**src/rtl/collision_scan_sched.sv**
```systemverilog
// collision_scan_sched: walks the tile table once per frame through one shared collision unit and
// ORs the per-tile side flags into a frame contact vector. Optional feature macro: COLL_HIT_INDEX_EN.
module collision_scan_sched #(
    parameter int N_TILES = 32,
    parameter int ADDR_W  = 5
) (
    input  logic              clk,
    input  logic              rst_n,
    input  logic              frame_start,
    input  logic [9:0]        x_blue,
    input  logic [8:0]        y_blue,
    output logic [ADDR_W-1:0] tile_addr,
    input  logic [9:0]        tile_x,
    input  logic [8:0]        tile_y,
    output logic [9:0]        coll_x_blue,
    output logic [8:0]        coll_y_blue,
    output logic [9:0]        coll_x_ground,
    output logic [8:0]        coll_y_ground,
    input  logic [3:0]        coll_flags,
    output logic              busy,
    output logic [3:0]        contact,
    output logic              contact_valid
`ifdef COLL_HIT_INDEX_EN
    ,
    output logic              hit_any,
    output logic [ADDR_W-1:0] hit_idx
`endif
);

    typedef enum logic [1:0] {
        S_IDLE  = 2'd0,
        S_ISSUE = 2'd1,
        S_DRAIN = 2'd2,
        S_DONE  = 2'd3
    } state_t;

    localparam logic [ADDR_W-1:0] LAST_ADDR  = ADDR_W'(N_TILES - 1);
    localparam logic [9:0]        SENTINEL_X = 10'h3FF;

    state_t              state_q, state_d;
    logic [ADDR_W-1:0]   tile_addr_q, tile_addr_d;
    logic [9:0]          x_blue_q, x_blue_d;
    logic [8:0]          y_blue_q, y_blue_d;
    logic [9:0]          gnd_x_q, gnd_x_d;
    logic [8:0]          gnd_y_q, gnd_y_d;
    logic                vld_p1_q, vld_p1_d;
    logic                vld_p2_q, vld_p2_d;
    logic                vld_p3_q, vld_p3_d;
    logic [3:0]          acc_q, acc_d;
    logic [3:0]          contact_q, contact_d;
    logic                accept;
    logic                sentinel;
    logic [3:0]          flags_in;
`ifdef COLL_HIT_INDEX_EN
    logic [ADDR_W-1:0]   flag_idx_q, flag_idx_d;
    logic                acc_hit_q, acc_hit_d;
    logic [ADDR_W-1:0]   acc_idx_q, acc_idx_d;
    logic                hit_any_q, hit_any_d;
    logic [ADDR_W-1:0]   hit_idx_q, hit_idx_d;
`endif

    always_comb begin
        state_d     = state_q;
        tile_addr_d = tile_addr_q;
        x_blue_d    = x_blue_q;
        y_blue_d    = y_blue_q;
        gnd_x_d     = gnd_x_q;
        gnd_y_d     = gnd_y_q;
        contact_d   = contact_q;
`ifdef COLL_HIT_INDEX_EN
        flag_idx_d  = flag_idx_q;
        acc_hit_d   = acc_hit_q;
        acc_idx_d   = acc_idx_q;
        hit_any_d   = hit_any_q;
        hit_idx_d   = hit_idx_q;
`endif

        accept   = (state_q == S_IDLE) && frame_start;
        // A sentinel kills its own tile and the address issued in the same cycle.
        sentinel = vld_p1_q && (tile_x == SENTINEL_X);
        flags_in = vld_p3_q ? coll_flags : 4'b0000;

        vld_p1_d = (state_q == S_ISSUE) && !sentinel;
        vld_p2_d = vld_p1_q && !sentinel;
        vld_p3_d = vld_p2_q;
        acc_d    = acc_q | flags_in;

        if (vld_p1_q) begin
            gnd_x_d = tile_x;
            gnd_y_d = tile_y;
        end

`ifdef COLL_HIT_INDEX_EN
        // Tiles reach the flag stage in table order, so a running count is the tile index.
        if (vld_p3_q) begin
            flag_idx_d = flag_idx_q + 1'b1;
            if (coll_flags[0] && !acc_hit_q) begin
                acc_hit_d = 1'b1;
                acc_idx_d = flag_idx_q;
            end
        end
`endif

        case (state_q)
            S_IDLE: begin
                if (accept) begin
                    state_d     = S_ISSUE;
                    tile_addr_d = '0;
                    x_blue_d    = x_blue;
                    y_blue_d    = y_blue;
                    acc_d       = 4'b0000;
`ifdef COLL_HIT_INDEX_EN
                    flag_idx_d  = '0;
                    acc_hit_d   = 1'b0;
                    acc_idx_d   = '0;
`endif
                end
            end
            S_ISSUE: begin
                if (sentinel || (tile_addr_q == LAST_ADDR)) begin
                    state_d = S_DRAIN;
                end else begin
                    tile_addr_d = tile_addr_q + 1'b1;
                end
            end
            S_DRAIN: begin
                // The flag stage may still hold a tile; it is folded in on the way to DONE.
                if (!vld_p1_q && !vld_p2_q) begin
                    state_d   = S_DONE;
                    contact_d = acc_q | flags_in;
`ifdef COLL_HIT_INDEX_EN
                    if (acc_hit_q) begin
                        hit_any_d = 1'b1;
                        hit_idx_d = acc_idx_q;
                    end else if (vld_p3_q && coll_flags[0]) begin
                        hit_any_d = 1'b1;
                        hit_idx_d = flag_idx_q;
                    end else begin
                        hit_any_d = 1'b0;
                        hit_idx_d = '0;
                    end
`endif
                end
            end
            S_DONE: begin
                state_d = S_IDLE;
            end
            default: begin
                state_d = S_IDLE;
            end
        endcase
    end

    always_ff @(posedge clk or negedge rst_n) begin
        if (!rst_n) begin
            state_q     <= S_IDLE;
            tile_addr_q <= '0;
            x_blue_q    <= '0;
            y_blue_q    <= '0;
            gnd_x_q     <= '0;
            gnd_y_q     <= '0;
            vld_p1_q    <= 1'b0;
            vld_p2_q    <= 1'b0;
            vld_p3_q    <= 1'b0;
            acc_q       <= '0;
            contact_q   <= '0;
`ifdef COLL_HIT_INDEX_EN
            flag_idx_q  <= '0;
            acc_hit_q   <= 1'b0;
            acc_idx_q   <= '0;
            hit_any_q   <= 1'b0;
            hit_idx_q   <= '0;
`endif
        end else begin
            state_q     <= state_d;
            tile_addr_q <= tile_addr_d;
            x_blue_q    <= x_blue_d;
            y_blue_q    <= y_blue_d;
            gnd_x_q     <= gnd_x_d;
            gnd_y_q     <= gnd_y_d;
            vld_p1_q    <= vld_p1_d;
            vld_p2_q    <= vld_p2_d;
            vld_p3_q    <= vld_p3_d;
            acc_q       <= acc_d;
            contact_q   <= contact_d;
`ifdef COLL_HIT_INDEX_EN
            flag_idx_q  <= flag_idx_d;
            acc_hit_q   <= acc_hit_d;
            acc_idx_q   <= acc_idx_d;
            hit_any_q   <= hit_any_d;
            hit_idx_q   <= hit_idx_d;
`endif
        end
    end

    assign tile_addr     = tile_addr_q;
    assign coll_x_blue   = x_blue_q;
    assign coll_y_blue   = y_blue_q;
    assign coll_x_ground = gnd_x_q;
    assign coll_y_ground = gnd_y_q;
    assign busy          = (state_q == S_ISSUE) || (state_q == S_DRAIN);
    assign contact       = contact_q;
    assign contact_valid = (state_q == S_DONE);
`ifdef COLL_HIT_INDEX_EN
    assign hit_any       = hit_any_q;
    assign hit_idx       = hit_idx_q;
`endif

endmodule

```
**config.mk**
```make
export PLATFORM = sky130hd
export DESIGN_NAME = collision_scan_sched
export DESIGN_NICKNAME = d
export VERILOG_FILES = /design/src/rtl/collision_scan_sched.sv
export SDC_FILE = /design/constraint.sdc
export NUM_CORES = 1
export LEC_CHECK = 0
export ABC_AREA = 1
export BUFFER_PORTS_ARGS = -buffer_cell sky130_fd_sc_hd__buf_2
export CORE_MARGIN = 10
export CORE_UTILIZATION = 43
export CTS_CLUSTER_SIZE = 25
export DETAILED_ROUTE_END_ITERATION = 7
export HOLD_SLACK_MARGIN = 0.08
export PLACE_DENSITY = 0.84
export SETUP_SLACK_MARGIN = 0.4
export SLEW_MARGIN = 20
export SYNTH_ARGS = -nofsm -noshare
export SYNTH_HDL_FRONTEND = slang
export SYNTH_SLANG_ARGS = --single-unit
export TNS_END_PERCENT = 100
```
**constraint.sdc**
```tcl
create_clock -name clk -period 1.4 [get_ports clk]
set_input_delay 0.07 -clock clk [delete_from_list [all_inputs] [get_ports clk]]
set_output_delay 0.07 -clock clk [all_outputs]
set_load 0.01 [all_outputs]
```
==> out/qor.yml, run 1 <==
cp-start-kind: "register"
rsz0062_at_grt: "true"
fin_ws_ps: -58.1
violations: "setup timing"
antennaDiodeCount: 0
drv_cap: 0
grt_max_degree: 27
synth_fp_nets: 237
placed_area_um2: 3060
peakVddDrop_mv: 1.24
path_clk_slew_ps: 100
num_vias: 2026
dr.pass1.iters: 4
max_freq_ghz: 0.686
timing.final.max_slew_violations: 0
worst-path-max-fanout: 4
seq_power_share_pct: 32.4
tns_ps: -319
leakagePower_nw: 2.15
antenna_found_initial: 0
synth_area_leaders: "dfrtp_1 59%, mux2_2 20%, nand2_1 4.6%, ha_1 3.7%, inv_1 2.4%"
fill_cells: 322
fin_crit_ps: 1460
final_net_count: 408
arrival_ps: 1650
skew_ps: 7.16
hold_class: "input pin to register"
pin_count: 94
p_int_mw: 5.86
syn_inst: 185
first_iter_violations: 87
viasPerCell: 4.74
yosysSeqAreaShare_pct: 59.3
cts.sinks: 56
grt_pass1_vias: 2261
pwr-share-comb_pct: 56.0
final_area_um2: 4100
worstSetupPathType: "register to register"
clk-insertion-delay-late_ps: 300
timing.final.crit_share_pct: 104
die_w_um: 94.2
grt_pass1_wl_um: 11000
pwr_density_cell_nw_per_um2: 2190
syn2layout_area_growth_pct: 73.4
finalHoldViolations: 0
final_common_cell: "buf_2"
hpwlAfterDp_um: 4510
power.switching_mw: 3.13
finalSetupViolations: 11
synth_area_per_cell_um2: 12.8
grt.total_usage_pct: 15.5
post-synth-top-area-cell: "dfrtp_1"
gp_congestion: 0.778
finalWirelength_um: 7420
drive_gt1_share_pct: 58.5
numPortBuffers: 93
cts_tree: "done"
ys_types: 21
route.detailed.drc: 0
die_h_um: 94.2
drtAntennaViolNets: 0
synth_seq_cells: 56
end_kind: "register"
rows: 26
cts_root_buffer: "clkbuf_8"
clock_path_buffers: 2
numCtsBuffers: 5
synth_area_um2: 2360
die-area_um2: 8870
h-tree-depth: 2
grt_overflow: 0
pwr-share-clk_pct: 11.6
ys_warn_count: 0
status: "finished with violations"
start_util_pct: 45.4
postLayoutCoreUtil_pct: 78.8
cp_data_required_time_ps: 1600
relSlewSlack_pct: 65.1
worst_pin_slew_ps: 524
core_area_um2: 5200
wire_per_inst_um: 17.4
netSwitchingFraction_pct: 34.8
hold_slack_ps: 120
layout_common_cells: "87 x buf_2, 55 x dfrtp_1, 40 x dlygate4sd3_1, 37 x mux2_4, 22 x nand2_1"
synth_top_area_share_pct: 59.3
-- layout make-up --
cell class	instances	area [um^2]	area share, %
multi-input cells	110	1120	27.3
well taps	70	87.6	2.14
repair buffers	168	1330	32.3
clock buffers	6	72.6	1.77
flip-flops and latches	56	1400	34.2
clock inverters	2	35.0	0.854
inverters	15	56.3	1.37
-- state kept, by name, indices dropped and copies added, names as in the netlist --
register	cells
acc_q	4
coll_x_blue	10
coll_x_ground	10
coll_y_blue	9
coll_y_ground	9
contact	4
state_q	2
tile_addr	5
vld_p1_q	1
vld_p2_q	1
vld_p3_q	1
-- cells by family after synthesis --
family	count (synthesis)	synth area share, %
flops	56	59.3
simple gates	55	11.4
mux	42	20.0
buf+inv	19	3.76
fa+ha+maj	7	3.70
compound gates	5	1.48
xor+xnor	1	0.370
-- final timing paths --
| kind | endpoint | startpoint | cells after the start | slack, ps |
|---|---|---|---|---|
| max | contact[1] | state_q[0] | 4 | -60 |
| min | acc_q[3] | coll_flags[3] | 4 | 120 |
| max reg2reg | contact[1] | state_q[0] | 4 | -60 |
| min reg2reg | vld_p3_q | vld_p2_q | 0 | 500 |
| max in group asynchronous | coll_y_blue[5] | rst_n | 3 | 590 |
| min in group asynchronous | contact[2] | rst_n | 2 | 270 |
-- power by group through the flow --
stage          registers, mW  logic, mW  clock network, mW
2_1_floorplan           3.17       1.84                  0
3_3_place_gp            2.81       3.37                  0
3_5_place_dp            2.87       3.49                  0
4_1_cts                 2.85       4.48               1.06
5_1_grt                 2.99       5.39               1.13
6_report                2.91       5.03               1.04
-- cell usage after synthesis --
cell type / n
nor2_2: 1
nand3_2: 1
nor2_1: 7
or2_2: 1
buf_2: 2
inv_1: 15
ha_1: 7
nand3_1: 8
nor3b_2: 1
nand2_2: 2
nand2_4: 2
nand4_1: 2
o21ai_0: 1
nand2_1: 29
mux2_1: 1
mux2_2: 41
dfrtp_1: 56
a21o_1: 4
buf_6: 2
nand4_2: 1
xor2_1: 1
-- critical path: stages (launching register included) --
cell	delay [ps]
dfrtp_1	410
inv_2	130
ha_4	150
nor3b_4	320
mux2_4	340
-- what timing repair did --
action                                  4_1_cts  5_1_grt
setup buffers                                10        8
endpoints found under the hold margin        58        0
hold buffers                                 40        0
resized for setup                            45       32
pin swaps                                     7        3
cloned                                        2        2
endpoints found under the setup margin       59       61
-- metrics by stage --
step | total power [mW] | std cells | worst slack, ps
floorplan | 5.01 | 185 | -0.790
global placement | 6.18 | 357 | 21.0
detailed placement | 6.36 | 357 | -58.2
CTS | 8.39 | 417 | -3.38
global route | 9.52 | 427 | -129
finish | 8.98 | 427 | -58.1
-- routing by layer --
layer	vias up	track usage, %	wire, um
li1	952	-	-
met2	66	28.4	3930
met4	0	4.68	121
met1	999	16.2	2820
met3	9	5.20	543
met5	-	0	0
Note: power is estimated with default switching activity, not from simulation.
==> run 2, diff against run 1 <==
Settings changed: PLACE_DENSITY 0.84 to not set, PLACE_DENSITY_LB_ADDON set to 0.25, SKIP_CTS_REPAIR_TIMING set to 1.
==> out/qor.yml, run 2 (synthesis gave the netlist of run 1 again) <==
status: "finished with violations"
violations: "setup timing"
final_common_cell: "buf_2"
postLayoutCoreUtil_pct: 77.2  # -1.6 points
start_util_pct: 45.4  # unchanged
timing.final.crit_share_pct: 103  # -1.1 points
min_to: "acc_q[3]"
peakVddDrop_mv: 1.44  # +16%
drive_gt1_share_pct: 58.0  # -0.54 points
cts.sinks: 56  # unchanged
p_int_mw: 5.83  # -0.53%
pre_cts_ws_ps: -20.3  # +37.9 ps
grt_pass1_vias: 1821  # -19%
skew_ps: 10.2  # +3.07 ps
syn2layout_area_growth_pct: 69.9
numPortBuffers: 93  # unchanged
leakagePower_nw: 2.13  # -0.82%
fin_ws_ps: -42.1  # +16.0 ps
pin_count: 94  # unchanged
hold_depth: 4  # unchanged
pwr_density_cell_nw_per_um2: 2210  # +0.74%
rsz0062_at_grt: "true"
clk-insertion-delay-late_ps: 300  # about the same
route.detailed.drc: 0  # unchanged
clock_path_buffers: 2  # unchanged
drtAntennaViolNets: 0  # unchanged
antenna_found_initial: 0  # unchanged
cts_tree: "done"
finalHoldViolations: 0  # unchanged
grt_overflow: 0  # unchanged
gp_congestion: 0.819  # +5.3%
final_net_count: 401  # -1.7%
stdcell_count: 420  # -1.6%
r2r_start: "state_q[0]"
netSwitchingFraction_pct: 34.3  # -0.50 points
pwr-share-clk_pct: 11.9  # +0.3 points
hpwlAfterDp_um: 4260  # -5.7%
core_area_um2: 5200  # unchanged
regArea_um2: 1400  # unchanged
antennaDiodeCount: 0  # unchanged
cts_root_buffer: "clkbuf_8"
num_vias: 1976  # -2.5%
rows: 26  # unchanged
grt.total_usage_pct: 12.1  # -3.5 points
layout_common_cells: "89 x buf_2, 55 x dfrtp_1, 42 x mux2_4, 39 x dlygate4sd3_1, 21 x nand2_1"
first_iter_violations: 54  # -38%
wire_per_inst_um: 16.9  # -2.7%
finalSetupViolations: 16  # +5
path_clk_slew_ps: 100  # about the same
r2r_slack_ps: -40  # +20 ps
hold_class: "input pin to register"
cp_data_required_time_ps: 1600  # about the same
pwr-share-comb_pct: 55.3  # -0.7 points
final_area_um2: 4020  # -2.0%
relSlewSlack_pct: 70.3  # +5.3 points
placed_area_um2: 3040  # -0.90%
reg2reg_to: "contact[2]"
worst_pin_slew_ps: 445  # -79.1 ps
dr.pass1.iters: 4  # unchanged
worst-path-max-fanout: 4  # unchanged
rr_worst_depth: 4  # unchanged
min-delay-start: "coll_flags[3]"
die_w_um: 94.2  # unchanged
grt_max_degree: 36  # +33%
arrival_ps: 1640  # about the same
finalWirelength_um: 7100  # -4.3%
numCtsBuffers: 5  # unchanged
cp-start-kind: "register"
max_freq_ghz: 0.693  # +1.1%
grt_pass1_wl_um: 8640  # -21%
fin_crit_ps: 1440  # -16.0 ps
worstSetupPathType: "register to register"
viasPerCell: 4.70  # -0.84%
drv_cap: 0  # unchanged
multiInputGateArea_um2: 1130  # +0.78%
die-area_um2: 8870  # unchanged
placed_cells: 355  # -0.56%
die_h_um: 94.2  # unchanged
end_kind: "register"
fill_cells: 332  # +3.1%
power.switching_mw: 3.04  # -2.7%
timing.final.max_slew_violations: 0  # unchanged
h-tree-depth: 2  # unchanged
seq_power_share_pct: 32.8  # +0.4 points
hold_slack_ps: 107  # -13.8 ps
-- run 2: cell types whose count changed in the layout (fill, tap and decap cells not counted), moves of 2 or more --
cell,delta
inv_1,+2
ha_2,+2
buf_4,-6
inv_2,-2
mux2_4,+5
mux2_2,-5
buf_16,-2
ha_4,-2
buf_2,+2
-- run 2: final cells by class --
| class | count | share of cell area [%] |
|---|---|---|
| clock buffer | 6 | 1.81 |
| clock inverter | 2 | 0.872 |
| inverter | 15 | 1.40 |
| multi-input combinational | 110 | 28.1 |
| sequential | 56 | 34.9 |
| tap | 70 | 2.18 |
| timing repair buffer | 161 | 30.7 |
-- run 2: how the worst max path moves through the flow --
stage	startpoint	to	slack, ps	cells past startpoint
3_3_place_gp	state_q[0]	contact[2]	10	4
4_1_cts	tile_addr[0]	tile_addr[4]	-40	10
3_5_place_dp	tile_addr[1]	tile_addr[4]	-20	10
5_1_grt	tile_addr[0]	tile_addr[4]	-120	10
6_report	state_q[0]	contact[2]	-40	4
2_1_floorplan	tile_addr[0]	tile_addr[0]	-0.8	10
-- run 2: power by group through the flow --
stage,Combinational (mW),Clock (mW),Sequential [mW]
floorplan,1.84,0,3.17
global placement,3.34,0,2.84
detailed placement,3.39,0,2.88
CTS,3.41,1.06,2.85
global route,5.26,1.14,3.00
finish,4.91,1.06,2.90
-- run 2: layer usage --
| metal | vias to the layer above | routed length [um] | GRT usage, % | part of all wire (%) |
|---|---|---|---|---|
| met3 | 7 | 493 | 5.68 | 6.9 |
| met4 | 0 | 70 | 3.16 | 0.99 |
| met1 | 965 | 2810 | 13.8 | 40 |
| met5 | - | 0 | 0 | 0 |
| li1 | 939 | - | - | - |
| met2 | 65 | 3730 | 19.7 | 52 |
-- run 2: metrics by stage --
stage / setup TNS, ps / total power [mW]
after floorplan: -2.03 / 5.01
after global placement: 0 / 6.18
after detailed placement: -193 / 6.27
after CTS: -532 / 7.32
after global routing: -1980 / 9.40
final: -286 / 8.87
-- run 2: critical path: stages, from the launching register on --
cell	delay, ps
dfrtp_1	410
inv_2	90
ha_2	180
nor3b_4	330
mux2_4	330
